**src/rtl/text_exec_engine_pkg.sv**
```systemverilog
// Shared text/pixel engine definitions: opcodes, VRAM cell layout, FSM states.
// Included by the text execution engine and its cursor sub-block.
package vga_pkg;

  typedef enum logic [7:0] {
    OP_TEXT_WRITE    = 8'h00,
    OP_TEXT_POSITION = 8'h01,
    OP_TEXT_CLEAR    = 8'h02,
    OP_GET_TEXT_AT   = 8'h03,
    OP_PIXEL_10      = 8'h10,
    OP_PIXEL_11      = 8'h11,
    OP_PIXEL_12      = 8'h12,
    OP_PIXEL_13      = 8'h13,
    OP_PIXEL_14      = 8'h14
  } opcode_t;

  typedef struct packed {
    logic [7:0] attr;
    logic [7:0] chr;
  } cell_t;

  localparam logic [7:0] BLANK_CHAR   = 8'h20;
  localparam logic [7:0] NEWLINE_CHAR = 8'h0A;

  typedef enum logic [2:0] {
    S_IDLE,
    S_EXEC,
    S_WRITE,
    S_CLEAR,
    S_READ,
    S_DONE
  } state_t;

  function automatic logic [31:0] cell_index(input logic [31:0] col,
                                             input logic [31:0] row,
                                             input logic [31:0] cols);
    return row * cols + col;
  endfunction

  function automatic logic is_text_op(input logic [7:0] op);
    return op inside {OP_TEXT_WRITE, OP_TEXT_POSITION, OP_TEXT_CLEAR, OP_GET_TEXT_AT};
  endfunction

endpackage

```
**src/rtl/text_exec_engine_if.sv**
```systemverilog
// CPU-instruction and VRAM req/ack signal bundle for the text execution engine.
// slave = engine side, master = CPU interface / VRAM arbiter side.
interface text_exec_engine_if #(parameter int ADDR_W = 12);

  logic [7:0]        instruction;
  logic [7:0]        arg0;
  logic [7:0]        arg1;
  logic              instruction_start;
  logic              instruction_busy;
  logic              instruction_finished;
  logic              instruction_error;
  logic [7:0]        result_0;
  logic [7:0]        result_1;
  logic              vram_req;
  logic              vram_we;
  logic [ADDR_W-1:0] vram_addr;
  logic [15:0]       vram_wdata;
  logic [15:0]       vram_rdata;
  logic              vram_ack;

  modport slave (
    input  instruction, arg0, arg1, instruction_start, vram_rdata, vram_ack,
    output instruction_busy, instruction_finished, instruction_error,
           result_0, result_1, vram_req, vram_we, vram_addr, vram_wdata
  );

  modport master (
    output instruction, arg0, arg1, instruction_start, vram_rdata, vram_ack,
    input  instruction_busy, instruction_finished, instruction_error,
           result_0, result_1, vram_req, vram_we, vram_addr, vram_wdata
  );

endinterface

```
**src/rtl/text_exec_engine_text_cursor.sv**
```systemverilog
// Text cursor: set, advance-with-wrap and newline; emits row*COLS+col.
// Updates take effect on the next clock; no backpressure.
module text_cursor
  import vga_pkg::*;
#(
  parameter int COLS   = 80,
  parameter int ROWS   = 30,
  parameter int ADDR_W = 12,
  parameter int COL_W  = $clog2(COLS),
  parameter int ROW_W  = $clog2(ROWS)
) (
  input  logic              clk,
  input  logic              rst,
  input  logic              i_set,
  input  logic [COL_W-1:0]  i_set_col,
  input  logic [ROW_W-1:0]  i_set_row,
  input  logic              i_advance,
  input  logic              i_newline,
  output logic [ADDR_W-1:0] o_addr
);

  logic [COL_W-1:0] r_col;
  logic [ROW_W-1:0] r_row;
  logic [ROW_W-1:0] w_row_next;

  // No scrolling: the last row wraps back to the top.
  assign w_row_next = (r_row == ROW_W'(ROWS - 1)) ? '0 : r_row + ROW_W'(1);

  always_ff @(posedge clk or posedge rst) begin
    if (rst) begin
      r_col <= '0;
      r_row <= '0;
    end else if (i_set) begin
      r_col <= i_set_col;
      r_row <= i_set_row;
    end else if (i_advance) begin
      if (r_col == COL_W'(COLS - 1)) begin
        r_col <= '0;
        r_row <= w_row_next;
      end else begin
        r_col <= r_col + COL_W'(1);
      end
    end else if (i_newline) begin
      r_col <= '0;
      r_row <= w_row_next;
    end
  end

  assign o_addr = ADDR_W'(cell_index(32'(r_col), 32'(r_row), 32'(COLS)));

endmodule

```
**src/rtl/text_exec_engine.sv**
```systemverilog
// Executes text opcodes $00-$03 against character VRAM over a req/ack port.
// Start->finished is 2 cycles plus ack wait per VRAM access; starts while busy are ignored.
module text_exec_engine
  import vga_pkg::*;
#(
  parameter int COLS   = 80,
  parameter int ROWS   = 30,
  parameter int ADDR_W = 12
) (
  input  logic               phi2,
  input  logic               reset,
  text_exec_engine_if.slave  bus
);

  localparam int                COL_W     = $clog2(COLS);
  localparam int                ROW_W     = $clog2(ROWS);
  localparam logic [ADDR_W-1:0] LAST_CELL = ADDR_W'(COLS * ROWS - 1);

  state_t            r_state;
  state_t            w_next;
  logic [7:0]        r_op;
  logic [7:0]        r_arg0;
  logic [7:0]        r_arg1;
  logic              r_error;
  logic [7:0]        r_result_0;
  logic [7:0]        r_result_1;
  logic [ADDR_W-1:0] r_clr_cnt;

  logic              w_accept;
  logic              w_new_ok;
  logic              w_args_ok;
  logic              w_clr_last;
  logic              w_cur_set;
  logic              w_cur_adv;
  logic              w_cur_nl;
  logic [COL_W-1:0]  w_set_col;
  logic [ROW_W-1:0]  w_set_row;
  logic [ADDR_W-1:0] w_cur_addr;
  logic [ADDR_W-1:0] w_arg_addr;
  cell_t             w_rcell;
  logic              w_vram_req;
  logic              w_vram_we;
  logic [ADDR_W-1:0] w_vram_addr;
  logic [15:0]       w_vram_wdata;

  assign w_accept   = (r_state == S_IDLE) && bus.instruction_start && is_text_op(bus.instruction);
  assign w_new_ok   = (32'(bus.arg0) < 32'(COLS)) && (32'(bus.arg1) < 32'(ROWS));
  assign w_args_ok  = (32'(r_arg0) < 32'(COLS)) && (32'(r_arg1) < 32'(ROWS));
  assign w_clr_last = (r_clr_cnt == LAST_CELL);
  assign w_arg_addr = ADDR_W'(cell_index(32'(r_arg0), 32'(r_arg1), 32'(COLS)));
  assign w_rcell    = cell_t'(bus.vram_rdata);

  always_ff @(posedge phi2 or posedge reset) begin
    if (reset) r_state <= S_IDLE;
    else       r_state <= w_next;
  end

  // Newline writes and rejected GET_TEXT_AT go through EXEC so every op sees busy before finished.
  always_comb begin
    w_next = r_state;
    unique case (r_state)
      S_IDLE: begin
        if (w_accept) begin
          case (bus.instruction)
            OP_TEXT_WRITE:  w_next = (bus.arg1 == NEWLINE_CHAR) ? S_EXEC : S_WRITE;
            OP_TEXT_CLEAR:  w_next = S_CLEAR;
            OP_GET_TEXT_AT: w_next = w_new_ok ? S_READ : S_EXEC;
            default:        w_next = S_EXEC;
          endcase
        end
      end
      S_EXEC:          w_next = S_DONE;
      S_WRITE, S_READ: if (bus.vram_ack) w_next = S_DONE;
      S_CLEAR:         if (bus.vram_ack && w_clr_last) w_next = S_DONE;
      S_DONE:          w_next = S_IDLE;
      default:         w_next = S_IDLE;
    endcase
  end

  always_ff @(posedge phi2 or posedge reset) begin
    if (reset) begin
      r_op       <= '0;
      r_arg0     <= '0;
      r_arg1     <= '0;
      r_error    <= 1'b0;
      r_result_0 <= '0;
      r_result_1 <= '0;
      r_clr_cnt  <= '0;
    end else begin
      if (w_accept) begin
        r_op      <= bus.instruction;
        r_arg0    <= bus.arg0;
        r_arg1    <= bus.arg1;
        r_error   <= 1'b0;
        r_clr_cnt <= '0;
      end
      if (r_state == S_EXEC)
        r_error <= (r_op != OP_TEXT_WRITE) && !w_args_ok;
      if (r_state == S_READ && bus.vram_ack) begin
        r_result_0 <= w_rcell.chr;
        r_result_1 <= w_rcell.attr;
      end
      if (r_state == S_CLEAR && bus.vram_ack && !w_clr_last)
        r_clr_cnt <= r_clr_cnt + ADDR_W'(1);
    end
  end

  assign w_cur_set = ((r_state == S_EXEC) && (r_op == OP_TEXT_POSITION) && w_args_ok) ||
                     ((r_state == S_CLEAR) && bus.vram_ack && w_clr_last);
  assign w_set_col = (r_state == S_CLEAR) ? '0 : COL_W'(r_arg0);
  assign w_set_row = (r_state == S_CLEAR) ? '0 : ROW_W'(r_arg1);
  assign w_cur_adv = (r_state == S_WRITE) && bus.vram_ack;
  assign w_cur_nl  = (r_state == S_EXEC) && (r_op == OP_TEXT_WRITE);

  text_cursor #(
    .COLS   (COLS),
    .ROWS   (ROWS),
    .ADDR_W (ADDR_W),
    .COL_W  (COL_W),
    .ROW_W  (ROW_W)
  ) u_cursor (
    .clk       (phi2),
    .rst       (reset),
    .i_set     (w_cur_set),
    .i_set_col (w_set_col),
    .i_set_row (w_set_row),
    .i_advance (w_cur_adv),
    .i_newline (w_cur_nl),
    .o_addr    (w_cur_addr)
  );

  // VRAM port is a pure function of state and latched operands, so it holds steady until ack.
  always_comb begin
    w_vram_req   = 1'b0;
    w_vram_we    = 1'b0;
    w_vram_addr  = '0;
    w_vram_wdata = '0;
    case (r_state)
      S_WRITE: begin
        w_vram_req   = 1'b1;
        w_vram_we    = 1'b1;
        w_vram_addr  = w_cur_addr;
        w_vram_wdata = {r_arg0, r_arg1};
      end
      S_CLEAR: begin
        w_vram_req   = 1'b1;
        w_vram_we    = 1'b1;
        w_vram_addr  = r_clr_cnt;
        w_vram_wdata = {r_arg0, BLANK_CHAR};
      end
      S_READ: begin
        w_vram_req   = 1'b1;
        w_vram_addr  = w_arg_addr;
      end
      default: ;
    endcase
  end

  assign bus.vram_req             = w_vram_req;
  assign bus.vram_we              = w_vram_we;
  assign bus.vram_addr            = w_vram_addr;
  assign bus.vram_wdata           = w_vram_wdata;
  assign bus.instruction_busy     = (r_state == S_EXEC) || (r_state == S_WRITE) ||
                                    (r_state == S_CLEAR) || (r_state == S_READ);
  assign bus.instruction_finished = (r_state == S_DONE);
  assign bus.instruction_error    = r_error;
  assign bus.result_0             = r_result_0;
  assign bus.result_1             = r_result_1;

endmodule

```
**src/flat_wrapper.sv**
```systemverilog
// flat-port wrapper written by rule: the top's interface ports become plain ports
module text_exec_engine_flat import vga_pkg::*;
#(
  parameter int COLS   = 80,
  parameter int ROWS   = 30,
  parameter int ADDR_W = 12
)
  (phi2, reset, bus_instruction, bus_arg0, bus_arg1, bus_instruction_start, bus_vram_rdata, bus_vram_ack, bus_instruction_busy, bus_instruction_finished, bus_instruction_error, bus_result_0, bus_result_1, bus_vram_req, bus_vram_we, bus_vram_addr, bus_vram_wdata);
  text_exec_engine_if #(.ADDR_W(ADDR_W)) bus_i ();
  input  logic phi2;
  input  logic reset;
  input wire logic [$bits(bus_i.instruction)-1:0] bus_instruction;
  input wire logic [$bits(bus_i.arg0)-1:0] bus_arg0;
  input wire logic [$bits(bus_i.arg1)-1:0] bus_arg1;
  input wire logic [$bits(bus_i.instruction_start)-1:0] bus_instruction_start;
  input wire logic [$bits(bus_i.vram_rdata)-1:0] bus_vram_rdata;
  input wire logic [$bits(bus_i.vram_ack)-1:0] bus_vram_ack;
  output wire logic [$bits(bus_i.instruction_busy)-1:0] bus_instruction_busy;
  output wire logic [$bits(bus_i.instruction_finished)-1:0] bus_instruction_finished;
  output wire logic [$bits(bus_i.instruction_error)-1:0] bus_instruction_error;
  output wire logic [$bits(bus_i.result_0)-1:0] bus_result_0;
  output wire logic [$bits(bus_i.result_1)-1:0] bus_result_1;
  output wire logic [$bits(bus_i.vram_req)-1:0] bus_vram_req;
  output wire logic [$bits(bus_i.vram_we)-1:0] bus_vram_we;
  output wire logic [$bits(bus_i.vram_addr)-1:0] bus_vram_addr;
  output wire logic [$bits(bus_i.vram_wdata)-1:0] bus_vram_wdata;
  assign bus_i.instruction = bus_instruction;
  assign bus_i.arg0 = bus_arg0;
  assign bus_i.arg1 = bus_arg1;
  assign bus_i.instruction_start = bus_instruction_start;
  assign bus_i.vram_rdata = bus_vram_rdata;
  assign bus_i.vram_ack = bus_vram_ack;
  assign bus_instruction_busy = bus_i.instruction_busy;
  assign bus_instruction_finished = bus_i.instruction_finished;
  assign bus_instruction_error = bus_i.instruction_error;
  assign bus_result_0 = bus_i.result_0;
  assign bus_result_1 = bus_i.result_1;
  assign bus_vram_req = bus_i.vram_req;
  assign bus_vram_we = bus_i.vram_we;
  assign bus_vram_addr = bus_i.vram_addr;
  assign bus_vram_wdata = bus_i.vram_wdata;
  text_exec_engine #(.COLS(COLS), .ROWS(ROWS), .ADDR_W(ADDR_W)) u_core (.phi2(phi2), .reset(reset), .bus(bus_i));
endmodule
```
**config.mk**
```make
export PLATFORM = sky130hd
export DESIGN_NAME = text_exec_engine_flat
export DESIGN_NICKNAME = d
export VERILOG_FILES = /design/src/rtl/text_exec_engine_pkg.sv /design/src/rtl/text_exec_engine_if.sv /design/src/rtl/text_exec_engine_text_cursor.sv /design/src/rtl/text_exec_engine.sv /design/src/flat_wrapper.sv
export SDC_FILE = /design/constraint.sdc
export NUM_CORES = 1
export LEC_CHECK = 0
export CAP_MARGIN = 30
export CORE_MARGIN = 5
export CORE_UTILIZATION = 58
export CTS_CLUSTER_DIAMETER = 50
export CTS_CLUSTER_SIZE = 24
export DETAILED_ROUTE_END_ITERATION = 10
export DONT_BUFFER_PORTS = 1
export HOLD_SLACK_MARGIN = 0.02
export PLACE_DENSITY = 0.77
export SYNTH_ARGS = -nofsm -noshare
export SYNTH_HDL_FRONTEND = slang
export SYNTH_HIERARCHICAL = 1
export SYNTH_SLANG_ARGS = --single-unit
export TNS_END_PERCENT = 100
```
**constraint.sdc**
```tcl
create_clock -name phi2 -period 2.9 [get_ports phi2]
set_input_delay 0 -clock phi2 [delete_from_list [all_inputs] [get_ports phi2]]
set_output_delay 0 -clock phi2 [all_outputs]
set_load 0.01 [all_outputs]
```
==> results_dict.tcl, run 1 <==
set metrics [dict create \
    synth_nets 532 \
    status "finished clean" \
    final_cell_count_no_fill 602 \
    mostFrequentLayoutCell "dfrtp_1" \
    stdcell_area_mm2 0.005233 \
    die_x_um 98.02 \
    min_period_ns 2.767 \
    cts_tree "yes" \
    path_class "reg -> out" \
    ant_nets 0 \
    peakVddDrop_v 0.0005360 \
    drv_slew 0 \
    numPortBuffers 0 \
    max_freq_mhz 361.4 \
    maxCapViolCount 0 \
    die_h_um 98.02 \
    finalCritPeriodShare_pct 95.40 \
    clock_latency_ns 0.36 \
    ys.flop_type "dfrtp_1" \
    ys_warn_count 6 \
    grt_pass1_wl_mm 19.77 \
    vias_per_cell 6.211 \
    multi_input_area_mm2 0.002653 \
    cp.arrival_ns 2.77 \
    antenna_found_initial 0 \
    final_nets 569 \
    placed_cells 548 \
    cts_root_buffer "clkbuf_8" \
    drt-total-wl_mm 12.03 \
    firstDrtPassIters 5 \
    cts.sinks 68 \
    htree_levels 3 \
    die_area_mm2 0.009607 \
    syn-mean-instance-area_um2 9.810 \
    crit_path_max_fanout 6 \
    fill_cells 529 \
    totalNegativeSetupSlack_ns 0 \
    netlist_area_mm2 0.004493 \
    vias 3739 \
    start_util_pct 58.75 \
    grt_pass1_vias 3899 \
    clk_pin_slew_worst_paths_ns 0.08 \
    synth-edff-count 0 \
    timing.hold.ws_ns 0.06042 \
    ios 93 \
    async_flop_share_pct 100.0 \
    cp.required_ns 2.90 \
    maxSlewHeadroom_pct 46.84 \
    hold_violations 0 \
    synth_seq_area_share_pct 37.87 \
    most-common-layout-cells "dfrtp_1, dlygate4sd3_1, o21ai_0, and2_1, nand2_1" \
    antennaDiodeCount 0 \
    startpoint_type "flip-flop" \
    gr-usage-all-layers_pct 25.78 \
    route.detailed.drc 0 \
    ff_latch_area_mm2 0.001705 \
    endpoint_kind "output port" \
    wire_per_inst_um 19.99 \
    syn_inst 458 \
    cts.path.max_buffers 2 \
    layout-drive-gt1-share_pct 11.60 \
    core_region_area_mm2 0.007647 \
    ys_ff_latch 68 \
    fin_skew_ns 0.01462 \
    initialDrtViolationCount 317 \
    placed_cell_area_mm2 0.004581 \
    dp_hpwl_mm 8.428 \
    syn2layout_area_growth_pct 16.46 \
    numCtsBuffers 9 \
    gp_congestion 0.9269 \
    leakage_nw 2.384 \
    grt-ovfl-total 0 \
    hold_class "in -> reg" \
    setup_viol 0 \
    synth.distinct_cells 67 \
    power_density_mw_per_mm2 735.9 \
    rsz0062_at_grt "no" \
    cts_setup_buffers 0 \
    worst_slew_pin_slew_ns 0.7974 \
    rows 32 \
    grt_max_degree 36 \
]
cell type report:
type	instances	share of cell area, %
clock inverter	7	2.056
tap	102	2.439
sequential	68	32.59
timing repair buffer	46	8.417
clock buffer	9	2.367
multi-input combinational	350	50.69
inverter	20	1.435
routing by layer:
layer	track usage (%)	wire length [µm]
met3	6.571	1040
met1	32.73	4774
met4	10.44	320
met5	0	0
met2	42.15	5897
sequential cells by signal, indices dropped and copies added (netlist names), 5 cells and up:
| register | flops |
|---|---|
| u_core/bus.result_1 | 8 |
| u_core/bus.result_0 | 8 |
| u_core/u_cursor/r_col | 7 |
| u_core/r_clr_cnt | 12 |
| u_core/r_op | 8 |
| u_core/r_arg0 | 8 |
| u_core/u_cursor/r_row | 5 |
| u_core/r_arg1 | 8 |
through the flow:
step	setup WS, ns	utilization, %	total power, mW
floorplan	0.1547	-	2.480
finish	0.1333	68.42	3.851
global placement	0.3709	59.90	2.766
detailed placement	0.3151	59.90	2.839
CTS	0.02207	67.90	3.805
global route	0.01634	68.42	4.086
power breakdown:
part	internal (mW)	total (mW)	leakage [nW]	switching, mW
clock network	0.500	0.918	0.114	0.418
registers	1.16	1.45	0.891	0.287
logic	0.656	1.48	1.38	0.827
total	2.32	3.85	2.38	1.53
cells in the mapped netlist, types with 12 or more instances:
cell	count	area share, %
mux2_1	27	6.8
mux2i_1	12	2.7
nand3_1	15	1.7
o21ai_0	31	3.5
a21oi_1	19	2.1
nor3_1	12	1.3
nand2_1	29	2.4
ha_1	26	7.2
and2_1	31	4.3
clkbuf_1	12	1.0
nor2_1	24	2.0
dfrtp_1	68	38
inv_1	19	1.6
critical path: stages (launching register included):
cell and delay (ns):
dfrtp_2 0.46, ha_1 0.29, ha_1 0.23, fa_2 0.38, xor2_2 0.19, nand2_1 0.11, nor4_2 0.31, xnor2_1 0.18
o22ai_2 0.27
final timing paths:
path,startpoint,endpoint,cells after the start,slack (ns)
max,u_core/r_arg1[3]$_DFFE_PP0P_,bus_vram_addr[11],8,0.13
min,bus_arg0[7],u_core/r_state[2]$_DFFE_PP0P_,4,0.06
max reg2reg,u_core/r_op[3]$_DFFE_PP0P_,u_core/u_cursor/r_row[0]$_DFFE_PP0P_,8,0.23
min reg2reg,u_core/r_op[7]$_DFFE_PP0P_,u_core/r_op[7]$_DFFE_PP0P_,1,0.49
max in group asynchronous,reset,u_core/r_op[3]$_DFFE_PP0P_,3,1.86
min in group asynchronous,reset,u_core/u_cursor/r_col[5]$_DFFE_PP0P_,2,0.15
logic make-up after synthesis:
group,Yosys count,share of synthesized area (%)
compound gates,100,14.59
xor+xnor,16,3.119
fa+ha+maj,30,9.023
buf+inv,40,3.898
flops,68,37.87
mux,48,11.78
simple gates,156,19.72
timing repair:
item | 4_1_cts | 5_1_grt
resized for setup | 0 | 9
endpoints found under the hold margin | 84 | 0
endpoints found under the setup margin | 0 | 2
hold buffers | 38 | 0
Power figures use the tool's default switching activity.
==> inputs of run 2 (changes only) <==
--- a/config.mk
+++ b/config.mk
@@ -14,6 +14,7 @@
 export DONT_BUFFER_PORTS = 1
 export HOLD_SLACK_MARGIN = 0.02
 export PLACE_DENSITY = 0.77
+export REMOVE_ABC_BUFFERS = 1
 export SYNTH_ARGS = -nofsm -noshare
 export SYNTH_HDL_FRONTEND = slang
 export SYNTH_HIERARCHICAL = 1
==> run 2 against run 1 <==
Effect of this change:
- critical path depth unchanged
- clock skew decreased by 0.0052 ns
- global-route usage shrank 1.5 points
- largest cell class unchanged
- largest power group is now registers
==> results_dict.tcl, run 2 (synthesis gave the netlist of run 1 again) <==
set metrics [dict create \
    p_int_mw 2.403 \
    hold_class "in -> reg" \
    totalNegativeSetupSlack_ns 0 \
    drt-total-wl_mm 11.33 \
    rsz0062_at_grt "no" \
    startpoint_type "flip-flop" \
    setup_viol 0 \
    htree_levels 3 \
    cp.arrival_ns 2.71 \
    dp_hpwl_mm 7.972 \
    mostFrequentLayoutCell "dfrtp_1" \
    ios 93 \
    cp_num_buf_inv 0 \
    fin_skew_ns 0.009421 \
    cts.path.max_buffers 2 \
    power_switching_mw 1.429 \
    crit_path_max_fanout 6 \
    grt_pass1_wl_mm 18.88 \
    max_freq_mhz 369.1 \
    antennaDiodeCount 0 \
    path_class "reg -> out" \
    wire_per_inst_um 18.82 \
    firstDrtPassIters 4 \
    ant_nets 0 \
    final_nets 569 \
    clock_latency_ns 0.35 \
    numPortBuffers 0 \
    crit_top_cell "ha_1" \
    die_x_um 98.02 \
    min_period_ns 2.710 \
    status "finished clean" \
    power_density_mw_per_mm2 735.1 \
    grt-ovfl-total 0 \
    gp_congestion 0.9024 \
    maxSlewHeadroom_pct 52.47 \
    gr-usage-all-layers_pct 24.30 \
    cts_root_buffer "clkbuf_8" \
    sw_frac_of_total_pct 37.30 \
    die_h_um 98.02 \
    die_area_mm2 0.009607 \
    finalCritPeriodShare_pct 93.43 \
    worst_slew_pin_slew_ns 0.7075 \
    drv_slew 0 \
    grt_pass1_vias 3743 \
    most-common-layout-cells "dfrtp_1, dlygate4sd3_1, o21ai_0, and2_1, nand2_1" \
    numCtsBuffers 9 \
    vias_per_cell 6.086 \
    peakVddDrop_v 0.0005033 \
    largest_reg_flops 12 \
    cts_tree "yes" \
    clk_pin_slew_worst_paths_ns 0.07 \
    cp_cell_sequence "ha_1 -> ha_1 -> ha_1 -> o21ai_0 -> o21a_1 -> nor4_1 -> xnor2_1 -> o22ai_2" \
    cts.sinks 68 \
    route.detailed.drc 0 \
    syn2layout_area_growth_pct 16.04 \
    hold_violations 0 \
    slowest_stage "dfrtp_1" \
    initialDrtViolationCount 198 \
    final_cell_count_no_fill 602 \
    crit_family "adder cells" \
    vias 3664 \
    endpoint_kind "output port" \
    leakage_nw 2.391 \
    start_util_pct 58.75 \
    grt_max_degree 33 \
    cp.required_ns 2.90 \
    rows 32 \
    power_frac_seq_pct 38.0 \
    top_register "u_core/r_clr_cnt" \
    maxCapViolCount 0 \
    clock_power_share_pct 25.4 \
    layout-drive-gt1-share_pct 10.20 \
    core_region_area_mm2 0.007647 \
    placed_cells 549 \
    antenna_found_initial 0 \
    combPwrFrac_pct 36.6 \
    slowest_delay_ns 0.44 \
]
[run 2: cell count changes in the layout (fill, tap and decap cells not counted), sizes merged]
cell and delta:
inv -3, buf +1, bufinv +1, clkbuf +1, clkinv +1, dlygate4sd3 -1
[run 2: worst paths after layout]
kind	from	slack (ns)	endpoint	cells after the start
max	u_core/r_arg1[3]$_DFFE_PP0P_	0.19	bus_vram_addr[11]	8
min	bus_arg0[7]	0.008	u_core/r_state[2]$_DFFE_PP0P_	4
max reg2reg	u_core/r_op[3]$_DFFE_PP0P_	0.37	u_core/u_cursor/r_row[2]$_DFFE_PP0P_	9
min reg2reg	u_core/r_op[5]$_DFFE_PP0P_	0.49	u_core/r_op[5]$_DFFE_PP0P_	1
max in group asynchronous	reset	1.90	u_core/r_state[1]$_DFFE_PP0P_	3
min in group asynchronous	reset	0.18	u_core/u_cursor/r_row[1]$_DFFE_PP0P_	2
[run 2: timing repair]
item,4_1_cts,5_1_grt
resized for setup,0,1
hold buffers,37,0
setup buffers,0,0
endpoints found under the hold margin,76,0
setup endpoints to repair,0,1
[run 2: power groups by stage]
stage / logic (mW) / registers [mW] / clock network (mW)
after floorplan: 1.03 / 1.43 / 0
after global placement: 1.28 / 1.46 / 0
after detailed placement: 1.32 / 1.47 / 0
after CTS: 1.38 / 1.45 / 0.984
after global routing: 1.56 / 1.49 / 1.02
final: 1.40 / 1.46 / 0.974
[run 2: routing by layer]
metal	GRT usage [%]	part of all wire (%)	routed length [µm]
met5	0	0	0
met2	40.68	50	5703
met3	4.643	5.4	609
met1	30.16	41	4639
met4	11.71	3.3	375
[run 2: worst min-delay path: cells and delay by family]
| family | cells | cell delay [ns] |
|---|---|---|
| simple gates | 2 | 0.11 |
| compound gates | 2 | 0.19 |
[run 2: through the flow]
step | hold slack, ns | worst slack [ns] | area [µm²] | util [%] | power (mW)
detailed placement | -0.06685 | 0.4157 | 4588 | 60.00 | 2.794
floorplan | -0.1353 | 0.007671 | 4393 | - | 2.459
global placement | -0.07935 | 0.4970 | 4588 | 60.00 | 2.742
finish | 0.007684 | 0.1904 | 5214 | 68.18 | 3.833
global route | 0.04024 | 0.02692 | 5214 | 68.18 | 4.059
CTS | 0.03826 | 0.1314 | 5207 | 68.10 | 3.819
[run 2: layout make-up]
class	instances	area [µm²]
Inverter	20	75.07
Timing Repair Buffer	46	437.9
Clock buffer	10	137.6
Fill cell	551	2434
Tap cell	102	127.6
Sequential cell	68	1702
Clock inverter	6	111.4
Multi-Input combinational cell	350	2623
==> inputs of run 3 (changes only) <==
--- a/config.mk
+++ b/config.mk
@@ -5,15 +5,18 @@
 export SDC_FILE = /design/constraint.sdc
 export NUM_CORES = 1
 export LEC_CHECK = 0
+export ABC_AREA = 1
 export CAP_MARGIN = 30
+export CELL_PAD_IN_SITES_DETAIL_PLACEMENT = 0
+export CELL_PAD_IN_SITES_GLOBAL_PLACEMENT = 2
 export CORE_MARGIN = 5
-export CORE_UTILIZATION = 58
+export CORE_UTILIZATION = 33
 export CTS_CLUSTER_DIAMETER = 50
 export CTS_CLUSTER_SIZE = 24
 export DETAILED_ROUTE_END_ITERATION = 10
 export DONT_BUFFER_PORTS = 1
 export HOLD_SLACK_MARGIN = 0.02
-export PLACE_DENSITY = 0.77
+export PLACE_DENSITY = 0.78
 export REMOVE_ABC_BUFFERS = 1
 export SYNTH_ARGS = -nofsm -noshare
 export SYNTH_HDL_FRONTEND = slang
==> run 3 against run 2 <==
Effect of this change:
- power rose by 35%
- synthesized cell count grew 36%
- wire length is 16% higher
- register-to-register slack improved by 0.34 ns
- critical path type unchanged
- largest cell class unchanged
==> results_dict.tcl, run 3 <==
set metrics [dict create \
    max_freq_mhz 371.6 \
    core_region_area_mm2 0.01393 \
    maxSlewHeadroom_pct 45.81 \
    gr-usage-all-layers_pct 16.43 \
    synth-edff-count 0 \
    timing.hold.ws_ns 0.03932 \
    netlist_area_mm2 0.004689 \
    largest_reg_flops 12 \
    grt_pass1_wl_mm 21.43 \
    min_period_ns 2.691 \
    totalNegativeSetupSlack_ns 0 \
    grt_pass1_vias 4257 \
    status "finished clean" \
    antennaDiodeCount 0 \
    crit_top_cell "nand2_1" \
    gp_congestion 0.8090 \
    final_core_util_pct 39.77 \
    r2r-start "u_core/r_state[2]$_DFFE_PP0P_" \
    hold_class "in -> reg" \
    ys_warn_count 6 \
    async_flop_share_pct 100.0 \
    die_x_um 129.2 \
    synth_top_area_share_pct 36.29 \
    numPortBuffers 0 \
    hold-path-cell-count 6 \
    drt-total-wl_mm 13.18 \
    slowest_stage "dfrtp_1" \
    syn_inst 621 \
    cts_setup_buffers 0 \
    p_total_mw 5.189 \
    endpoint_kind "output port" \
    hold_violations 0 \
    cp.required_ns 2.90 \
    firstDrtPassIters 7 \
    wire_per_inst_um 15.63 \
    startpoint_type "flip-flop" \
    die_h_um 129.2 \
    route.detailed.drc 0 \
    rows 43 \
    yosysMostFrequentCell "nand2_1" \
    cp.arrival_ns 2.69 \
    clock_latency_ns 0.34 \
    die_area_mm2 0.01670 \
    ios 93 \
    ys.flop_type "dfrtp_1" \
    ff2ff_setup_slack_ns 0.71 \
    ys_ff_latch 68 \
    yosysTopAreaCell "dfrtp_1" \
    synth_seq_area_share_pct 36.29 \
    layout-drive-gt1-share_pct 9.502 \
    syn-mean-instance-area_um2 7.552 \
    antenna_found_initial 0 \
    min_to "u_core/r_state[2]$_DFFE_PP0P_" \
    htree_levels 3 \
    slowest_delay_ns 0.47 \
    r2r-end "u_core/u_cursor/r_row[3]$_DFFE_PP0P_" \
    vias 4129 \
    yosys-top-cells-area "dfrtp_1, nand2_1, ha_1" \
    cts.sinks 68 \
    cp_cell_sequence "ha_1 -> ha_1 -> inv_1 -> fa_1 -> xnor2_1 -> nand2_1 -> o21ai_0 -> nand2_1 -> a22oi_1 -> nand2_1" \
    numCtsBuffers 9 \
    top_register "u_core/r_clr_cnt" \
    drv_slew 0 \
    synth.distinct_cells 39 \
    power_density_mw_per_mm2 936.4 \
    maxCapViolCount 0 \
    mostFrequentLayoutCell "nand2_1" \
    cts.path.max_buffers 2 \
    start_util_pct 33.65 \
    most-common-layout-cells "nand2_1, inv_1, nor2_1" \
    vias_per_cell 4.898 \
    final_nets 732 \
    synthTopCellsByCount "nand2_1, inv_1, dfrtp_1, nor2_1, nand3_1" \
    dp_hpwl_mm 10.12 \
    fin_skew_ns 0.009725 \
    rsz0062_at_grt "no" \
    syn2layout_area_growth_pct 18.17 \
    cts_tree "yes" \
    initialDrtViolationCount 213 \
    grt_max_degree 37 \
    r2r_cells 11 \
    peakVddDrop_v 0.0004266 \
    grt-ovfl-total 0 \
    cts_root_buffer "clkbuf_16" \
    path_class "reg -> out" \
    finalCritPeriodShare_pct 92.80 \
    crit_path_max_fanout 8 \
    clk_pin_slew_worst_paths_ns 0.06 \
    min_from "bus_instruction[0]" \
    ant_nets 0 \
    setup_viol 0 \
    worst_slew_pin_slew_ns 0.8116 \
    leakage_nw 2.703 \
]
-- run 3: cell types whose count changed after synthesis, moves of 27 or more --
cell,delta
nand2_1,+126
nand3_1,+34
nor2_1,+44
and2_1,-31
mux2_1,-27
inv_1,+66
-- run 3: what timing repair did --
| action | 4_1_cts | 5_1_grt |
|---|---|---|
| gates resized for setup | 0 | 1 |
| hold buffers | 36 | 0 |
| endpoints found under the setup margin | 0 | 1 |
| endpoints found under the hold margin | 84 | 0 |
-- run 3: area by class of cell --
class / count / area (µm²)
Clock buffer: 12 / 246.5
Clock inverter: 4 / 72.57
Fill cell: 1466 / 8393
Inverter: 90 / 337.8
Multi-Input combinational cell: 445 / 2536
Sequential cell: 68 / 1703
Tap cell: 180 / 225.2
Timing Repair Buffer: 44 / 420.4
-- run 3: worst max path at each step --
| stage | cells past startpoint | endpoint | startpoint |
|---|---|---|---|
| after floorplan | 11 | u_core/u_cursor/r_row[4]$_DFFE_PP0P_ | u_core/r_state[2]$_DFFE_PP0P_ |
| after global placement | 9 | bus_vram_addr[10] | u_core/r_arg1[1]$_DFFE_PP0P_ |
| after detailed placement | 10 | bus_vram_addr[10] | u_core/u_cursor/r_row[1]$_DFFE_PP0P_ |
| after CTS | 10 | bus_vram_addr[10] | u_core/u_cursor/r_row[1]$_DFFE_PP0P_ |
| after global routing | 10 | bus_vram_addr[10] | u_core/u_cursor/r_row[3]$_DFFE_PP0P_ |
| final | 10 | bus_vram_addr[10] | u_core/u_cursor/r_row[3]$_DFFE_PP0P_ |
-- run 3: metal layers --
metal | wire (µm) | track usage (%) | vias to the layer above
met1 | 5865 | 20.11 | 1953
met2 | 6524 | 28.93 | 88
met4 | 215 | 5.435 | 0
li1 | - | - | 2075
met5 | 0 | 0 | -
met3 | 570 | 3.256 | 13
-- run 3: power by group --
group	internal, mW	switching [mW]
clock	0.775	0.399
sequential	1.28	0.404
combinational	0.898	1.43
total	2.95	2.24
-- run 3: through the flow --
| stage | instances | instance area [µm²] | setup WS [ns] |
|---|---|---|---|
| 3_5_place_dp | 791 | 4861 | 0.5734 |
| 3_3_place_gp | 791 | 4861 | 0.6518 |
| 2_1_floorplan | 603 | 4568 | 0.09975 |
| 6_report | 843 | 5542 | 0.2087 |
| 4_1_cts | 843 | 5540 | 0.1904 |
| 5_1_grt | 843 | 5542 | 0.003903 |
-- run 3: critical path, delay by kind of cell, from the launching register on --
family / cells / cell delay (ns)
AND/OR/NAND/NOR: 3 / 0.33
flip-flops: 1 / 0.47
adder cells (fa/ha/maj): 3 / 0.88
buffers and inverters: 1 / 0.05
AO/OA/AOI/OAI: 2 / 0.41
XOR/XNOR: 1 / 0.21
-- run 3: logic make-up (layout without fill, tap and decap cells) --
group                      Yosys count  after routing  synth area share, %
AOI/OAI and AO/OA                   72             72                8.991
xor gates and xnor gates            14             14                2.615
adders and majority gates           30             30                8.645
buffers and inverters              108            150                9.792
DFF                                 68             68                36.29
muxes                               16             16                4.642
and+or+nand+nor                    313            313                29.03
